<file path="src/rtl/counter_pkg.sv">
// Shared constants and elaboration helpers for the counter block.
// Latency: n/a (compile-time only).
// Backpressure: n/a.
package counter_pkg;

    // Default count width and terminal count used by the counter and its interface.
    localparam int COUNTER_WIDTH = 4;
    localparam int COUNTER_MAX   = 15;

    // True when max_value is representable as an unsigned number of width bits.
    // Widths of 31 and above always hold any non-negative int, which also keeps
    // the shift inside the int range.
    function automatic bit counter_fits(input int max_value, input int width);
        if (width >= 31) begin
            return 1'b1;
        end
        return (max_value < (1 << width));
    endfunction

endpackage

</file>
<file path="src/rtl/counter_if.sv">
// Counter bus: enable in, count/terminal-count/wrap out.
// Latency: n/a (wires only).
// Backpressure: none; enable alone gates counting.
interface counter_if
    import counter_pkg::*;
#(
    parameter int WIDTH = COUNTER_WIDTH
);

    logic             enable;
    logic [WIDTH-1:0] count;
    logic             tc;
    logic             wrap;

    // The side that drives enable and observes the counter.
    modport master (
        output enable,
        input  count,
        input  tc,
        input  wrap
    );

    // The counter itself.
    modport slave (
        input  enable,
        output count,
        output tc,
        output wrap
    );

endinterface

</file>
<file path="src/rtl/counter_reset_sync.sv">
// Reset synchroniser: asynchronous assert, 2-flop synchronous deassert, active-low.
// Latency: release seen on the 2nd rising clk edge after i_rst_n goes high; assert is immediate.
// Backpressure: none.
module reset_sync (
    input  logic clk,
    input  logic i_rst_n,
    output logic o_rst_n
);

    logic [1:0] r_sync;

    // Clear both stages at once on reset; shift a one through on release.
    always_ff @(posedge clk or negedge i_rst_n) begin
        if (!i_rst_n) begin
            r_sync <= 2'b00;
        end else begin
            r_sync <= {r_sync[0], 1'b1};
        end
    end

    assign o_rst_n = r_sync[1];

endmodule

</file>
<file path="src/rtl/counter.sv">
// Up-counter 0..MAX_VALUE with registered one-cycle wrap pulse and combinational terminal count.
// Latency: count/wrap update on the clk edge that samples enable; tc follows enable in the same cycle.
// Backpressure: none; enable low holds the count and suppresses wrap.
module counter
    import counter_pkg::*;
#(
    parameter int WIDTH     = COUNTER_WIDTH,
    parameter int MAX_VALUE = COUNTER_MAX
)(
    input  logic     clk,
    input  logic     reset,
    counter_if.slave bus
);

    // Reject parameter sets the counter cannot represent.
    if (WIDTH < 1 || MAX_VALUE < 1 || !counter_fits(MAX_VALUE, WIDTH)) begin : g_bad_params
        $error("counter: illegal WIDTH/MAX_VALUE combination");
    end

    localparam logic [WIDTH-1:0] MAX_CNT = WIDTH'(MAX_VALUE);
    localparam logic [WIDTH-1:0] ONE     = WIDTH'(1);

    logic             w_rst_n;
    logic             w_at_max;
    logic [WIDTH-1:0] r_count;
    logic             r_wrap;

    // Internal reset asserts immediately and releases two edges after the pin rises.
    reset_sync u_reset_sync (
        .clk     (clk),
        .i_rst_n (reset),
        .o_rst_n (w_rst_n)
    );

    assign w_at_max = (r_count == MAX_CNT);

    // Count register: advance while enabled, fold back to zero after the terminal value.
    always_ff @(posedge clk or negedge w_rst_n) begin
        if (!w_rst_n) begin
            r_count <= '0;
        end else if (bus.enable) begin
            if (w_at_max) begin
                r_count <= '0;
            end else begin
                r_count <= r_count + ONE;
            end
        end
    end

    // Wrap pulse: high only for the cycle after an enabled edge at the terminal value.
    always_ff @(posedge clk or negedge w_rst_n) begin
        if (!w_rst_n) begin
            r_wrap <= 1'b0;
        end else begin
            r_wrap <= bus.enable && w_at_max;
        end
    end

    assign bus.count = r_count;
    assign bus.wrap  = r_wrap;
    assign bus.tc    = w_at_max && bus.enable;

endmodule

</file>
<file path="src/flat_wrapper.sv">
// flat-port wrapper written by rule: the top's interface ports become plain ports
module counter_flat import counter_pkg::*;
#(
    parameter int WIDTH     = COUNTER_WIDTH,
    parameter int MAX_VALUE = COUNTER_MAX
)
  (clk, reset, bus_enable, bus_count, bus_tc, bus_wrap);
  counter_if #(.WIDTH(WIDTH)) bus_i ();
  input  logic clk;
  input  logic reset;
  input wire logic [$bits(bus_i.enable)-1:0] bus_enable;
  output wire logic [$bits(bus_i.count)-1:0] bus_count;
  output wire logic [$bits(bus_i.tc)-1:0] bus_tc;
  output wire logic [$bits(bus_i.wrap)-1:0] bus_wrap;
  assign bus_i.enable = bus_enable;
  assign bus_count = bus_i.count;
  assign bus_tc = bus_i.tc;
  assign bus_wrap = bus_i.wrap;
  counter #(.WIDTH(WIDTH), .MAX_VALUE(MAX_VALUE)) u_core (.clk(clk), .reset(reset), .bus(bus_i));
endmodule
</file>
<file path="config.mk">
export PLATFORM = sky130hd
export DESIGN_NAME = counter_flat
export DESIGN_NICKNAME = d
export VERILOG_FILES = /design/src/rtl/counter_pkg.sv /design/src/rtl/counter_if.sv /design/src/rtl/counter_reset_sync.sv /design/src/rtl/counter.sv /design/src/flat_wrapper.sv
export SDC_FILE = /design/constraint.sdc
export NUM_CORES = 1
export LEC_CHECK = 0
export ABC_CLOCK_PERIOD_IN_PS = 800
export BUFFER_PORTS_ARGS = -buffer_cell sky130_fd_sc_hd__buf_2
export CAP_MARGIN = 15
export CELL_PAD_IN_SITES_DETAIL_PLACEMENT = 1
export CELL_PAD_IN_SITES_GLOBAL_PLACEMENT = 1
export CORE_AREA = 2 2 39 41
export CTS_BUF_LIST = sky130_fd_sc_hd__clkbuf_16
export DETAILED_ROUTE_END_ITERATION = 12
export DIE_AREA = 0 0 41 43
export PLACE_DENSITY_LB_ADDON = 0.1
export SYNTH_ARGS = -nofsm -noshare
export SYNTH_HDL_FRONTEND = slang
export SYNTH_SLANG_ARGS = --single-unit
export TNS_END_PERCENT = 30
</file>
<file path="constraint.sdc">
create_clock -name clk -period 0.8 [get_ports clk]
set_input_delay 0.16 -clock clk [delete_from_list [all_inputs] [get_ports clk]]
set_output_delay 0.16 -clock clk [all_outputs]
set_load 0.02 [all_outputs]
</file>
==> results of run 1 <==
## through the flow
| stage | worst slack (ns) | total power, mW | cell area, um2 | setup TNS, ns | hold WS [ns] |
|---|---|---|---|---|---|
| finish | -0.403 | 2.38 | 591 | -3.22 | 0.0930 |
| global route | -0.432 | 2.55 | 591 | -3.58 | 0.121 |
| global placement | -0.241 | 1.15 | 377 | -1.21 | -0.0559 |
| detailed placement | -0.258 | 1.16 | 377 | -1.32 | -0.0543 |
| floorplan | -0.315 | 0.846 | 272 | -1.40 | -0.136 |
| CTS | -0.427 | 2.33 | 561 | -3.12 | 0.102 |
## final timing paths
| kind | startpoint | end | slack, ns | cells past startpoint |
|---|---|---|---|---|
| worst max-delay path | u_core.bus.count[0] | bus_tc | -0.40 | 4 |
| worst min-delay path | u_core.u_reset_sync.r_sync[1] | u_core.bus.wrap | 0.09 | 0 |
| worst max register to register | u_core.bus.count[0] | u_core.bus.count[0] | -0.33 | 6 |
| worst min register to register | u_core.u_reset_sync.r_sync[1] | u_core.bus.wrap | 0.09 | 0 |
| max in group asynchronous | reset | u_core.u_reset_sync.r_sync[1] | 0.47 | 2 |
| min in group clk | bus_enable | u_core.bus.count[1] | 0.22 | 2 |
## power by group through the flow
| stage | Combinational, mW | Clock (mW) | Sequential [mW] |
|---|---|---|---|
| global route | 1.09 | 0.899 | 0.559 |
| detailed placement | 0.641 | 0 | 0.520 |
| CTS | 0.932 | 0.857 | 0.536 |
| finish | 0.998 | 0.840 | 0.543 |
| global placement | 0.636 | 0 | 0.510 |
| floorplan | 0.171 | 0 | 0.675 |
## cells by family (layout without fill, tap and decap cells)
group	Yosys count	count (layout)	synth area share, %
compound gates	4	4	7.51
xor+xnor	1	1	3.29
fa+ha+maj	1	1	4.69
buf+inv	1	27	1.41
flops	7	7	65.7
mux	1	1	4.23
other cells	1	1	1.41
simple gates	7	7	11.7
## layer usage
layer  track usage (%)  wire, um
met4              12.0        33
met2              17.5       337
met3              9.42        50
met5                 0         0
met1              13.5       319
## worst max-delay path, stage by stage (launching register included)
cell and delay [ns]:
dfrtp_2 0.42, ha_4 0.18, nand2_4 0.06, nor2_4 0.03, buf_6 0.12
## sequential cells by signal, summed over array words and instances (netlist names)
register                    flops
u_core.bus.count                4
u_core.bus.wrap                 1
u_core.u_reset_sync.r_sync      2
## area by class of cell
| type | instances | area, um2 |
|---|---|---|
| Clock buffer | 3 | 75.1 |
| Inverter | 1 | 3.75 |
| Fill cell | 150 | 793 |
| Clock inverter | 1 | 3.75 |
| Multi-Input combinational cell | 15 | 131 |
| Tap cell | 16 | 20.0 |
| Timing Repair Buffer | 22 | 179 |
| Sequential cell | 7 | 178 |
## cell usage after synthesis (all sizes together)
cell type  count  area share, %
nand4          1            2.3
nor2           1            1.4
nand3          2            3.8
dfrtp          7             66
inv            1            1.4
nand2          3            4.2
xnor2          1            3.3
ha             1            4.7
conb           1            1.4
a21oi          1            1.9
o21ai          3            5.6
mux2           1            4.2
## what timing repair did
action | CTS | global route
pin swaps | 2 | 2
buffers inserted | 5 | 4
hold endpoints to repair | 2 | 0
gates resized for setup | 17 | 5
setup endpoints to repair | 11 | 11
hold buffers | 1 | 0
==> results by group, run 1 <==
Layout
  • Number of nets at the end of the flow: 54
  • Proportion of layout cells with a drive suffix above 1: 69.4%
  • Area growth from synthesis to layout: 122%
  • Final cell count without fillers: 65
  • Leading cell type in the layout, fill and taps excluded: buf_4
  • # diodes: 0
  • Commonest cells after routing, fill and taps aside: buf_4, buf_6, dfrtp_1
  • Post-layout util: a little over two fifths

Clocking
  • TritonCTS Buffers: 3
  • CTS tree: built
  • Worst skew pair latency: between 0.2 and 0.25 ns
  • TritonCTS Sinks: 7
  • H-Tree Level Count: 1
  • Clock Pin Slew Worst Setup and Hold Paths: roughly 0.04 ns
  • Clock tree root driver cell: clkbuf_16
  • Bufs on Longest Clock Path: 2

Die
  • Height of the die: between 40 and 50 um
  • Number of rows in the core area: 14
  • Total I/O pin count: 9
  • Area enclosed by the die boundary: ~1800 um2
  • Starting Density: about a fifth
  • Die width: 41 um
  • Core area: 1380 um2

Drt
  • Final wirelength: ~740 um
  • Via density per instance: a little over 4
  • DRC marker count from the first detailed-route iteration: 0
  • Routed wirelength normalized by instance count: ~11 um
  • Number of search-and-repair iterations in the first detailed-routing pass: 1
  • Count of antenna-violating nets left after detailed routing: 0
  • Vias after detailed routing: 268
  • DRC violation count after routing: 0

Synth
  • Post-synth net total: 27
  • Post-Syn Area per Cell: 11.6 um2
  • Proportion of synthesized chip area in sequential cells: between 60% and 70%
  • Post-synthesis sequential element count: 7
  • Number of instances in the synthesized netlist: 23
  • Count of unique library cells instantiated by Yosys: 13
  • Number of warning messages in the yosys log: 0
  • Total standard cell area after synthesis: about 270 um2

STA
  • Number of endpoints failing setup at the final stage: 11
  • RSZ-0062 raised after global routing: true
  • Hold Vio Cnt, Final: 0
  • Final worst-path setup slack: -0.403 ns
  • Period utilization: 150%
  • Max Freq: between 800 and 900 MHz
  • Final critical delay including setup and external delays: roughly 1.2 ns
  • Final number of max-transition violations: 0
  • Setup clock skew after layout: between 0.002 and 0.003 ns

Placed design
  • Count of input and output buffers: 8
  • Placed cell count: 53
  • Gp weighted congestion: ~0.73
  • Half-perimeter wire length of the detailed placement result: 484 um

Power and ir drop
  • Fraction of power spent switching nets: 30.0%
  • Power density over the cells: about 4000 nW/um2
  • Maximum ir drop on the vdd rail: around 1900 uV
  • Combinational share of power: between 40% and 50%
  • Switching component of the power: 714 uW
  • Sequential cell fraction of total power: 22.8%
  • Proportion of power drawn by the clock network: between 30% and 40%
  • Standby leakage power: 0.288 nW
  • Int Pwr: around 1.7 mW

Critical path
  • Crit Path Category: flop to primary output
  • Startpoint type of the worst setup path: flop
  • Worst path required time: between 0.6 and 0.7 ns
  • Kind of end point of the critical path: primary output
  • Critical Path AT: between 1 and 1.5 ns
  • Maximum fanout encountered on the critical timing path: 2

GRT
  • GRT Util Overall: between 10 and 15%
  • Maximum number of pins on one net before global-route repair: 6
  • Wire length of the first global-routing pass: 1390 um
  • Overflow left after global routing: 0
  • Initial antenna violation count: 0
  • Number of global-route vias before repair: about 310

Job
  • Reported max-cap violation count: 0

Run status
  • Status: finished, violations left
  • Violated checks: negative setup slack

Min path
  • Path category of the worst min-delay check: flop to async pin
No activity file was read; power rests on OpenSTA's default activity.
==> inputs of run 2 (changes only) <==
- ABC_CLOCK_PERIOD_IN_PS: 800 -> 1300
- SKIP_CTS_REPAIR_TIMING: not set -> 1
- clock period: 0.8 -> 1.3 ns (I/O delays scaled with it)
==> results by group, run 2 (synthesis results as in run 1) <==
Power and ir drop
  • Maximum ir drop on the vdd rail: 882 uV (was 1880 uV)
  • Switching component of the power: 379 uW (was 714 uW)
  • Combinational share of power: 30.0% (was 41.9%)
  • Sequential cell fraction of total power: 28.9% (was 22.8%)
  • Proportion of power drawn by the clock network: 41.1% (was 35.3%)
  • Power density over the cells: 2600 nW/um2 (was 4030 nW/um2)
  • Int Pwr: 848 uW (was 1.67 mW)
  • Fraction of power spent switching nets: 30.9% (was 30.0%)
  • Standby leakage power: 0.228 nW (was 0.288 nW)
  • Post-layout power: 1.23 mW (was 2.38 mW)

Critical path
  • Worst path required time: 1.04 ns (was 0.64 ns)
  • Highest-delay cell along the critical path: dfrtp_1 (was dfrtp_2)
  • Crit-path max cell delay: 0.38 ns (was 0.42 ns)
  • Crit Path Category: flop to primary output (unchanged)
  • Critical Path AT: 1.07 ns (was 1.04 ns)
  • Maximum fanout encountered on the critical timing path: 3 (was 2)
  • Kind of end point of the critical path: primary output (unchanged)
  • Startpoint type of the worst setup path: flop (unchanged)
  • Series of cell instances along the critical path: ha_4 -> nand2_4 -> nor2_4 -> buf_6 (unchanged)

GRT
  • Initial antenna violation count: 0 (unchanged)
  • Number of global-route vias before repair: 183 (was 313)
  • Wire length of the first global-routing pass: 752 um (was 1390 um)
  • Overflow left after global routing: 0 (unchanged)
  • GRT Util Overall: 6.66% (was 13.5%)
  • Maximum number of pins on one net before global-route repair: 7 (was 6)

Drt
  • Final wirelength: 650 um (was 740 um)
  • Number of search-and-repair iterations in the first detailed-routing pass: 1 (unchanged)
  • Routed wirelength normalized by instance count: 11.8 um (was 11.4 um)
  • DRC violation count after routing: 0 (unchanged)
  • Via density per instance: 4.04 (was 4.12)
  • DRC marker count from the first detailed-route iteration: 0 (unchanged)
  • Count of antenna-violating nets left after detailed routing: 0 (unchanged)
  • Vias after detailed routing: 222 (was 268)

Layout
  • Number of nets at the end of the flow: 44 (was 54)
  • Final cell count without fillers: 55 (was 65)
  • Commonest cells after routing, fill and taps aside: buf_2, dfrtp_1, clkbuf_16, buf_4 (was buf_4, buf_6, dfrtp_1)
  • # diodes: 0 (unchanged)
  • Number of flip-flops in the largest register: 4 (unchanged)
  • Layout filler cell count: 158 (was 150)
  • Proportion of layout cells with a drive suffix above 1: 46.2% (was 69.4%)
  • Post-layout util: 34.1% (was 42.7%)
  • Area growth from synthesis to layout: 77.0% (was 122%)

Clocking
  • TritonCTS Sinks: 7 (unchanged)
  • H-Tree Level Count: 1 (unchanged)
  • TritonCTS Buffers: 3 (unchanged)
  • CTS tree: built (unchanged)
  • Clock tree root driver cell: clkbuf_16 (unchanged)
  • Bufs on Longest Clock Path: 2 (unchanged)
  • Clock Pin Slew Worst Setup and Hold Paths: 0.04 ns (about the same)
  • Worst skew pair latency: 0.23 ns (about the same)

Job
  • Reported max-cap violation count: 0 (unchanged)

STA
  • Number of endpoints failing setup at the final stage: 1 (was 11)
  • Final worst-path setup slack: -0.0316 ns (was -0.403 ns)
  • Period utilization: 102%
  • Setup Total Neg Slack: -0.0316 ns (was -3.22 ns)
  • Hold Vio Cnt, Final: 0 (unchanged)
  • RSZ-0062 raised after global routing: true (unchanged)
  • Final critical delay including setup and external delays: 1.33 ns
  • Setup clock skew after layout: 0.00102 ns (was 0.00256 ns)
  • Final number of max-transition violations: 0 (unchanged)
  • Max Freq: between 700 and 800 MHz

Placed design
  • Placed cell count: 49 (was 53)
  • Count of input and output buffers: 8 (unchanged)
  • Gp weighted congestion: 0.640 (was 0.734)
  • Half-perimeter wire length of the detailed placement result: 421 um (was 484 um)
  • Setup slack at placement: 0.139 ns (was -0.258 ns)

Die
  • Starting Density: 19.3% (unchanged)
  • Die width: 41 um (unchanged)
  • Core area: 1380 um2 (unchanged)
  • Number of rows in the core area: 14 (unchanged)
  • Total I/O pin count: 9 (unchanged)
  • Area enclosed by the die boundary: 1760 um2 (unchanged)
  • Height of the die: 43 um (unchanged)

Min path
  • Path category of the worst min-delay check: flop to async pin (unchanged)

Run status
  • Status: finished, violations left (unchanged)
  • Violated checks: negative setup slack (unchanged)
[run 2: cell count changes in the layout (fill, tap and decap cells not counted), sizes merged]
cell,change
buf,-10
[run 2: final timing paths]
kind,slack [ns],start,depth (start not counted),end
setup / recovery,-0.03,u_core.bus.count[1],4,bus_tc
hold / removal,0.09,u_core.u_reset_sync.r_sync[1],0,u_core.bus.count[1]
setup reg to reg,0.27,u_core.bus.count[0],5,u_core.bus.count[0]
hold reg to reg,0.09,u_core.u_reset_sync.r_sync[1],0,u_core.bus.count[1]
max in group asynchronous,0.86,reset,2,u_core.u_reset_sync.r_sync[1]
min in group clk,0.31,bus_enable,2,u_core.bus.count[0]
[run 2: final cells by class]
type                    instances  area, um2  area share, %
repair buffers                 12       78.8           16.7
clock inverters                 1       3.75          0.796
multi-input cells              15        115           24.4
inverters                       1       3.75          0.796
clock buffers                   3       75.1           15.9
flip-flops and latches          7        175           37.1
well taps                      16       20.0           4.24
[run 2: per-layer routing]
layer	up-vias	share of wire, %	GRT usage (%)
met5	-	0	0
met4	0	0	6.00
met3	0	4.6	1.57
met2	5	54	9.69
met1	108	41	7.52
li1	109	-	-
[run 2: power by group through the flow]
stage / registers [mW] / clock network [mW] / logic, mW
after floorplan: 0.410 / 0 / 0.105
after detailed placement: 0.339 / 0 / 0.309
after global placement: 0.334 / 0 / 0.305
after global routing: 0.368 / 0.532 / 0.405
final: 0.354 / 0.504 / 0.368
after CTS: 0.336 / 0.518 / 0.313
[run 2: worst max-delay path, delay by kind of cell, from the launching register on]
kind / cells / cell delay (ns)
adder cells (fa/ha/maj): 1 / 0.18
buffers and inverters: 1 / 0.12
flip-flops: 1 / 0.38
AND/OR/NAND/NOR: 2 / 0.16
[run 2: metrics by stage]
stage,hold slack [ns],instance area (um2)
after floorplan,-0.0356,269
after global placement,0.0440,344
after detailed placement,0.0457,344
after CTS,-0.193,423
after global routing,0.119,472
final,0.0877,472
